**src/rtl/cordic_job_arbiter.sv**
```systemverilog
// Round-robin front end that shares one CORDIC Controller between p_NUM_REQ requesters:
// grants a job, loads operands, pulses START, waits for READY or a timeout, returns results.
module cordic_job_arbiter #(
   parameter int p_WIDTH     = 32,
   parameter int p_NUM_REQ   = 4,
   parameter int p_START_BIT = 0,
   parameter int p_READY_BIT = 0,
   parameter int p_TIMEOUT   = 64
) (
   input  logic                           clk,
   input  logic                           rst,
   input  logic [p_NUM_REQ-1:0]           req,
   input  logic [p_NUM_REQ*p_WIDTH-1:0]   req_x,
   input  logic [p_NUM_REQ*p_WIDTH-1:0]   req_y,
   input  logic [p_NUM_REQ*p_WIDTH-1:0]   req_z,
   input  logic [p_NUM_REQ*p_WIDTH-1:0]   req_ctrl,
   output logic [p_NUM_REQ-1:0]           gnt,
   output logic [p_NUM_REQ-1:0]           done,
   output logic [p_WIDTH-1:0]             res_x,
   output logic [p_WIDTH-1:0]             res_y,
   output logic [p_WIDTH-1:0]             res_z,
   output logic [p_WIDTH-1:0]             res_status,
   output logic                           res_timeout,
   output logic                           busy,
   output logic [$clog2(p_NUM_REQ)-1:0]   cur_id,
   output logic [p_WIDTH-1:0]             ctl_x_in,
   output logic [p_WIDTH-1:0]             ctl_y_in,
   output logic [p_WIDTH-1:0]             ctl_z_in,
   output logic [p_WIDTH-1:0]             ctl_ctrl_in,
   input  logic [p_WIDTH-1:0]             ctl_x_out,
   input  logic [p_WIDTH-1:0]             ctl_y_out,
   input  logic [p_WIDTH-1:0]             ctl_z_out,
   input  logic [p_WIDTH-1:0]             ctl_ctrl_out
);

   localparam int c_ID_W  = $clog2(p_NUM_REQ);
   localparam int c_CNT_W = $clog2(p_TIMEOUT);
   localparam logic [p_NUM_REQ-1:0] c_ONE_HOT0  = {{(p_NUM_REQ-1){1'b0}}, 1'b1};
   localparam logic [p_WIDTH-1:0]   c_START_MSK = {{(p_WIDTH-1){1'b0}}, 1'b1} << p_START_BIT;

   typedef enum logic [2:0] {
      S_IDLE    = 3'd0,
      S_LOAD    = 3'd1,
      S_START   = 3'd2,
      S_WAIT    = 3'd3,
      S_CAPTURE = 3'd4
   } state_t;

   state_t               state_r;
   logic [c_ID_W-1:0]    rr_r;
   logic [c_CNT_W-1:0]   cnt_r;
   logic                 timeout_r;
   logic [c_ID_W-1:0]    sel_s;
   logic                 sel_vld_s;
   logic [c_ID_W-1:0]    idx_s;
   logic                 hit_s;
   logic                 ready_s;
   logic [c_ID_W-1:0]    rr_nxt_s;

   assign ready_s  = ctl_ctrl_out[p_READY_BIT];
   assign rr_nxt_s = (cur_id == c_ID_W'(p_NUM_REQ - 1)) ? {c_ID_W{1'b0}} : cur_id + c_ID_W'(1);

   // Round-robin pick: scan from the farthest offset down so the nearest request at/after rr_r wins.
   always_comb begin
      sel_s     = {c_ID_W{1'b0}};
      sel_vld_s = 1'b0;
      idx_s     = {c_ID_W{1'b0}};
      hit_s     = 1'b0;
      for (int k = p_NUM_REQ - 1; k >= 0; k--) begin
         idx_s     = c_ID_W'((int'(rr_r) + k) % p_NUM_REQ);
         hit_s     = req[idx_s];
         sel_s     = hit_s ? idx_s : sel_s;
         sel_vld_s = sel_vld_s | hit_s;
      end
   end

   // Job sequencer: grant, drive the Controller, wait for READY/timeout, return results.
   always_ff @(posedge clk) begin
      if (!rst) begin
         state_r     <= S_IDLE;
         rr_r        <= {c_ID_W{1'b0}};
         cnt_r       <= {c_CNT_W{1'b0}};
         timeout_r   <= 1'b0;
         gnt         <= {p_NUM_REQ{1'b0}};
         done        <= {p_NUM_REQ{1'b0}};
         res_x       <= {p_WIDTH{1'b0}};
         res_y       <= {p_WIDTH{1'b0}};
         res_z       <= {p_WIDTH{1'b0}};
         res_status  <= {p_WIDTH{1'b0}};
         res_timeout <= 1'b0;
         busy        <= 1'b0;
         cur_id      <= {c_ID_W{1'b0}};
         ctl_x_in    <= {p_WIDTH{1'b0}};
         ctl_y_in    <= {p_WIDTH{1'b0}};
         ctl_z_in    <= {p_WIDTH{1'b0}};
         ctl_ctrl_in <= {p_WIDTH{1'b0}};
      end else begin
         gnt  <= {p_NUM_REQ{1'b0}};
         done <= {p_NUM_REQ{1'b0}};
         case (state_r)
            S_IDLE: begin
               if (sel_vld_s) begin
                  gnt         <= c_ONE_HOT0 << sel_s;
                  cur_id      <= sel_s;
                  ctl_x_in    <= req_x[sel_s*p_WIDTH +: p_WIDTH];
                  ctl_y_in    <= req_y[sel_s*p_WIDTH +: p_WIDTH];
                  ctl_z_in    <= req_z[sel_s*p_WIDTH +: p_WIDTH];
                  ctl_ctrl_in <= req_ctrl[sel_s*p_WIDTH +: p_WIDTH] & ~c_START_MSK;
                  busy        <= 1'b1;
                  state_r     <= S_LOAD;
               end else begin
                  state_r     <= S_IDLE;
               end
            end
            S_LOAD: begin
               ctl_ctrl_in[p_START_BIT] <= 1'b1;
               state_r                  <= S_START;
            end
            S_START: begin
               cnt_r   <= {c_CNT_W{1'b0}};
               state_r <= S_WAIT;
            end
            S_WAIT: begin
               // cnt_r==0 marks the first WAIT cycle, where READY may still be left over from the last job
               if ((cnt_r != {c_CNT_W{1'b0}}) && ready_s) begin
                  timeout_r                <= 1'b0;
                  ctl_ctrl_in[p_START_BIT] <= 1'b0;
                  state_r                  <= S_CAPTURE;
               end else if (cnt_r == c_CNT_W'(p_TIMEOUT - 1)) begin
                  timeout_r                <= 1'b1;
                  ctl_ctrl_in[p_START_BIT] <= 1'b0;
                  state_r                  <= S_CAPTURE;
               end else begin
                  cnt_r                    <= cnt_r + c_CNT_W'(1);
               end
            end
            S_CAPTURE: begin
               res_x       <= ctl_x_out;
               res_y       <= ctl_y_out;
               res_z       <= ctl_z_out;
               res_status  <= ctl_ctrl_out;
               res_timeout <= timeout_r;
               done        <= c_ONE_HOT0 << cur_id;
               rr_r        <= rr_nxt_s;
               busy        <= 1'b0;
               state_r     <= S_IDLE;
            end
            default: begin
               busy    <= 1'b0;
               state_r <= S_IDLE;
            end
         endcase
      end
   end

endmodule

```
**config.mk**
```make
export PLATFORM = sky130hd
export DESIGN_NAME = cordic_job_arbiter
export DESIGN_NICKNAME = d
export VERILOG_FILES = /design/src/rtl/cordic_job_arbiter.sv
export SDC_FILE = /design/constraint.sdc
export NUM_CORES = 1
export LEC_CHECK = 0
export ABC_AREA = 1
export CAP_MARGIN = 25
export CORE_AREA = 5 5 349 351
export CTS_CLUSTER_SIZE = 8
export DETAILED_ROUTE_END_ITERATION = 7
export DIE_AREA = 0 0 354 356
export PLACE_DENSITY = 0.39
export SYNTH_ARGS = -nofsm -noshare
export SYNTH_HDL_FRONTEND = slang
export SYNTH_SLANG_ARGS = --single-unit
```
**constraint.sdc**
```tcl
create_clock -name clk -period 3.2 [get_ports clk]
set_input_delay 0.48 -clock clk [delete_from_list [all_inputs] [get_ports clk]]
set_output_delay 0.48 -clock clk [all_outputs]
set_load 0.005 [all_outputs]
```
# Yosys cells after proc, flatten, opt, wreduce, memory -nomap -nowiden
# Index checks and enable logic that the tools add are counted.
[classes]
addsub = 5
n_mul = 0
n_div = 0
order_cmp = 4
eq_ne = 10
shifts = 6
muxes = 28
bitwise_logic = 4
reduce_logical = 14
[ops]
columns = ["cell", "n"]
rows = [
  ["indexed part select 128 x 8 -> 32 bit", 4],
  ["< comparator 2 x 3 -> 1 bit, second input constant", 4],
  ["2-to-1 mux 6 bit", 2],
  ["case mux 3 bit (4 select lines)", 1],
  ["case mux 6 bit (2 select lines)", 1],
  ["2-to-1 mux 1 bit", 11],
  ["2-to-1 mux 2 bit", 5],
  ["AND reduction 3 bit", 3],
  ["binary-select mux 1 bit (select 2 bit)", 4],
  ["AND reduction 2 bit", 4],
  ["<< shifter 1 x 2 -> 4 bit, first input constant", 2],
  ["adder 6 x 1 -> 6 bit, second input constant", 1],
  ["equality test 3 x 2 -> 1 bit, second input constant", 2],
  ["equality test 6 bit, second input constant", 1],
  ["2-to-1 mux 3 bit", 2],
  ["!= test 2 bit, second input constant", 3],
  ["nonzero test 6 bit", 1],
  ["adder 2 x 1 -> 2 bit, second input constant", 2],
  ["adder 2 bit, second input constant", 2],
  ["nonzero test 2 bit", 2],
  ["equality test 3 x 1 -> 1 bit, second input constant", 1],
  ["equality test 3 bit, second input constant", 1],
  ["zero test 3 bit", 1],
  ["!= test 3 bit, second input constant", 1],
  ["8 further kinds", 10],
]
[word_totals]
ff_bits = 280
latch_bits = 0
ram_bits = 0
mem_bits_ro = 0
inputBits = 646
out_inout_bits = 268
elab_cells = 89
mem_count = 0

# Depth between registers and ports, before layout
[logic_depth]
ltp_word = 8
ltp_mapped = 14
depth_no_buf = 12

# Worst setup path after synthesis
# Ideal clock, no wire load.
[synth_timing]
path_type = "input -> register"
startpoint = "in req[1]"
endpoint = "reg ctl_ctrl_in[27]"
setup_time_ns = 0.128
arrival_time_ns = 1.723
required_ns = 3.072
setup_slack_ns = 1.348
cell_stages = 13
n_path_buf = 2
cell_sequence = "inv_1 > nand2_2 > nand3_2 > nand2_1 > inv_2 > nand2_1 > inv_1 > a21boi_1 > buf_2 > buf_2 > nand3_1 > nand2_1 > a21oi_1"
[synth_via]
elab_chain_len = 7
elab_cells_between_ends = 17
cone_classes = "shift (1); mux (12); bitwise (3); reduce/logical (1)"
[synth_rtl]
columns = ["element", "line", "text"]
rows = [
  ["start, declared", "12", "input logic [p_NUM_REQ-1:0] req,"],
  ["binary-select mux 1 bit (select 2 bit)", "71", "hit_s = req[idx_s];"],
  ["2-to-1 mux 1 bit (not written as such)", "71", ""],
  ["2-to-1 mux 2 bit (4 in a row)", "72", "sel_s = hit_s ? idx_s : sel_s;"],
  ["indexed part select 128 x 8 -> 32 bit", "108", "ctl_ctrl_in <= req_ctrl[sel_s*p_WIDTH +: p_WIDTH] & ~c_START_MSK;"],
  ["end signal, assigned", "96", "ctl_ctrl_in <= {p_WIDTH{1'b0}};"],
  ["end signal, assigned", "108", ""],
  ["end, declared", "29", "output logic [p_WIDTH-1:0] ctl_ctrl_in,"],
]
# Parallel ways exist; a longest one is shown, timed or not. The select of a mux whose other input is x is not followed.
# A chain may end at the register's enable or synchronous reset.

# Worst setup path after layout
[layout_timing]
startpoint = "reg rr_r[0]"
endpoint = "reg ctl_ctrl_in[11]"
[layout_via]
elab_chain_len = 8
elab_cells_between_ends = 20
cone_classes = "add/sub (3); shift (1); mux (12); bitwise (3); reduce/logical (1)"
[layout_rtl]
columns = ["element", "line", "text"]
rows = [
  ["start, declared", "50", "logic [c_ID_W-1:0] rr_r;"],
  ["start signal, assigned", "81", "rr_r <= {c_ID_W{1'b0}};"],
  ["start signal, assigned", "144", "rr_r <= rr_nxt_s;"],
  ["adder 2 bit", "70", "idx_s = c_ID_W'((int'(rr_r) + k) % p_NUM_REQ);"],
  ["binary-select mux 1 bit (select 2 bit)", "71", ""],
  ["2-to-1 mux 1 bit (not written as such)", "71", ""],
  ["2-to-1 mux 2 bit (4 in a row)", "72", ""],
  ["indexed part select 128 x 8 -> 32 bit", "108", ""],
]
# Parallel ways exist; a longest one is shown, timed or not. The select of a mux whose other input is x is not followed.

==> impl_metrics.tcl <==
set metrics [dict create \
    status "finished clean" \
    rsz0062_at_grt "false" \
    ys_types 27 \
    dp_hpwl_um 70300 \
    hp-start "rst" \
    pwr-share-seq_pct 28.8 \
    grt.overflow.total 0 \
    critPathSlowestCell "dfxtp_1" \
    syn_inst 2144 \
    cts-root-buf "clkbuf_16" \
    dr.pass1.iters 5 \
    finalSetupViolations 0 \
    cts_max_level 2 \
    final-hold-violation-count 0 \
    synth-seq-area-share_pct 39.8 \
    p_int_mw 10.9 \
    reg2reg_depth 15 \
    timing.rr.end "ctl_ctrl_in[11]" \
    grt_pass1_vias 18310 \
    synth_area_per_cell_um2 6.56 \
    finalCriticalPeriod_ps 2440 \
    cts_resized 0 \
    ys_ff_latch 280 \
    slowest_delay_ps 310 \
    antenna_found_initial 11 \
    switching_share_pct 37.8 \
    synth_area_mm2 0.0141 \
    maxCapViolCount 0 \
    r2r_setup_slack_ps 760 \
    cts_buffers 43 \
    p_leak_nw 10.6 \
    min_to "res_status[17]" \
    vdd_ir_drop_max_uv 365 \
    start_kind "flip-flop" \
    via_per_inst 3.92 \
    wl_per_cell_um 20.1 \
    p_comb_share_pct 45.8 \
    p_sw_mw 6.64 \
    grt_max_degree 132 \
    clock_path_buffers 3 \
    clock_skew_ps 32.0 \
    core_area_mm2 0.119 \
    cts_tree "built" \
    startpoint "rr_r[0]" \
    dp.cells 4490 \
    die-area_mm2 0.126 \
    finalCritPeriodShare_pct 76.2 \
    ys_warn_count 0 \
    critPathRequiredTime_ps 3720 \
    path_cells "buf_4 -> inv_1 -> nand2_1 -> nand3_1 -> nand2_1 -> nand3_1 -> nand2_1 -> nand2_8 -> nand2_8 -> buf_12 -> buf_12 -> nand2_1 -> nand3_1 -> nand2_1 -> a21oi_1" \
    place_congestion 0.856 \
    area_growth_pct 88.5 \
    fp-row-count 127 \
    cts_setup_buffers 0 \
    min_path_cells 3 \
    clkTransAtPathRegs_ps 60 \
    layout_commonest_cell "clkdlybuf4s50_1" \
    path_common_cell "nand2_1" \
    critPathKind "reg2reg" \
    clock_latency_ps 590 \
    grt_pass1_wl_um 129000 \
    tns_ps 0 \
    io_pins 914 \
    critPathArrivalTime_ps 2960 \
    wl_um 91700 \
    clkSinkCount 280 \
    relSlewSlack_pct 56.4 \
    final_cell_mix "clkdlybuf4s50_1, nand3_1, nand2_1" \
    port_buffers 909 \
    crit_path_end_kind "flip-flop" \
    start_util_pct 11.9 \
    drt_iter0_markers 1088 \
    stdcell_count 4555 \
    vias 17839 \
    fmax_ghz 0.410 \
    hold_class "in2reg" \
    worst_pin_slew_ps 654 \
    drv_slew 0 \
    worstReg2RegStart "rr_r[0]" \
    drive_above_1_share_pct 5.16 \
    cp_max_fo 29 \
    ant_nets 0 \
    grt_util_all_layers_pct 13.7 \
    postLayoutCoreUtil_pct 22.3 \
    syn-num-nets 2793 \
    pwr_density_cell_mw_per_mm2 662 \
    ctsHoldBuffers 0 \
    power_frac_clock_pct 25.4 \
    drc_errors 0 \
    fp.dieW_um 354 \
    finalNetCount 3636 \
    fp.dieH_um 356 \
]
==> metrics by stage <==
stage | hold slack [ps] | cell area (um^2) | setup WS [ps] | total power, mW
after global routing | 417 | 26500 | 505 | 18.8
after CTS | 354 | 26500 | 676 | 18.1
after floorplan | 441 | 14100 | 1350 | 8.21
final | 416 | 26500 | 760 | 17.5
after global placement | 467 | 25300 | 116 | 13.4
after detailed placement | 463 | 25300 | 121 | 13.4
==> layout make-up <==
class,instances,area [um^2]
Sequential cell,280,5610
Clock buffer,54,1180
Timing Repair Buffer,996,10100
Antenna cell,6,15.0
Inverter,25,96.3
Clock inverter,5,65.1
Multi-Input combinational cell,1641,7490
Fill cell,13250,92200
Tap cell,1548,1940
==> worst max-delay path by stage <==
stage	to	slack, ps	cells after the start
after floorplan	ctl_ctrl_in[27]	1350	13
after global placement	ctl_ctrl_in[11]	120	15
after detailed placement	ctl_ctrl_in[11]	120	15
after CTS	ctl_ctrl_in[11]	680	15
after global routing	ctl_ctrl_in[11]	500	15
final	ctl_ctrl_in[11]	760	15
==> critical path, delay by kind of cell, from the launching register on <==
family	cells	cell delay [ps]
and+or+nand+nor	10	1190
buffers and inverters	4	710
DFF	1	310
AOI/OAI and AO/OA	1	120
==> cell usage after synthesis (all sizes together) <==
| cell | number | area, um^2 |
|---|---|---|
| a21boi | 1 | 7.51 |
| nand2 | 416 | 1570 |
| nor3b | 3 | 22.5 |
| clkbuf | 90 | 338 |
| o31ai | 1 | 7.51 |
| nor2 | 280 | 1060 |
| xnor2 | 1 | 8.76 |
| buf | 108 | 611 |
| o21ai | 268 | 1350 |
| ha | 3 | 37.5 |
| nand3 | 526 | 2640 |
| nor3 | 7 | 40.0 |
| inv | 25 | 93.8 |
| a211oi | 1 | 7.51 |
| dfxtp | 280 | 5610 |
| a21oi | 133 | 666 |
| a31oi | 1 | 6.26 |
==> logic make-up after synthesis <==
logic type      share of synthesized area [%]
compound gates                           14.5
xor+xnor                               0.0623
fa+ha+maj                               0.267
buf+inv                                  7.41
flops                                    39.8
simple gates                             37.9
==> power by group through the flow <==
| stage | logic, mW | registers, mW | clock network (mW) |
|---|---|---|---|
| global placement | 8.30 | 5.10 | 0 |
| finish | 8.03 | 5.06 | 4.45 |
| CTS | 8.30 | 5.07 | 4.70 |
| detailed placement | 8.26 | 5.11 | 0 |
| floorplan | 3.16 | 5.04 | 0 |
| global route | 8.86 | 5.17 | 4.81 |
==> per-layer routing <==
| metal | GRT usage [%] | share of wire (%) | wire [um] |
|---|---|---|---|
| met1 | 16.0 | 40 | 37000 |
| met2 | 24.8 | 51 | 46400 |
| met3 | 3.94 | 6.9 | 6360 |
| met4 | 3.55 | 2.1 | 1970 |
| met5 | 0 | 0.012 | 11 |
==> registers in the layout, summed over array words and instances (netlist names), 3 cells and up <==
register	cells
ctl_x_in	32
gnt	4
res_y	32
cnt_r	6
ctl_y_in	32
res_x	32
ctl_ctrl_in	32
ctl_z_in	32
res_status	32
res_z	32
done	4
state_r	3
(Power assumes the default switching activity.)
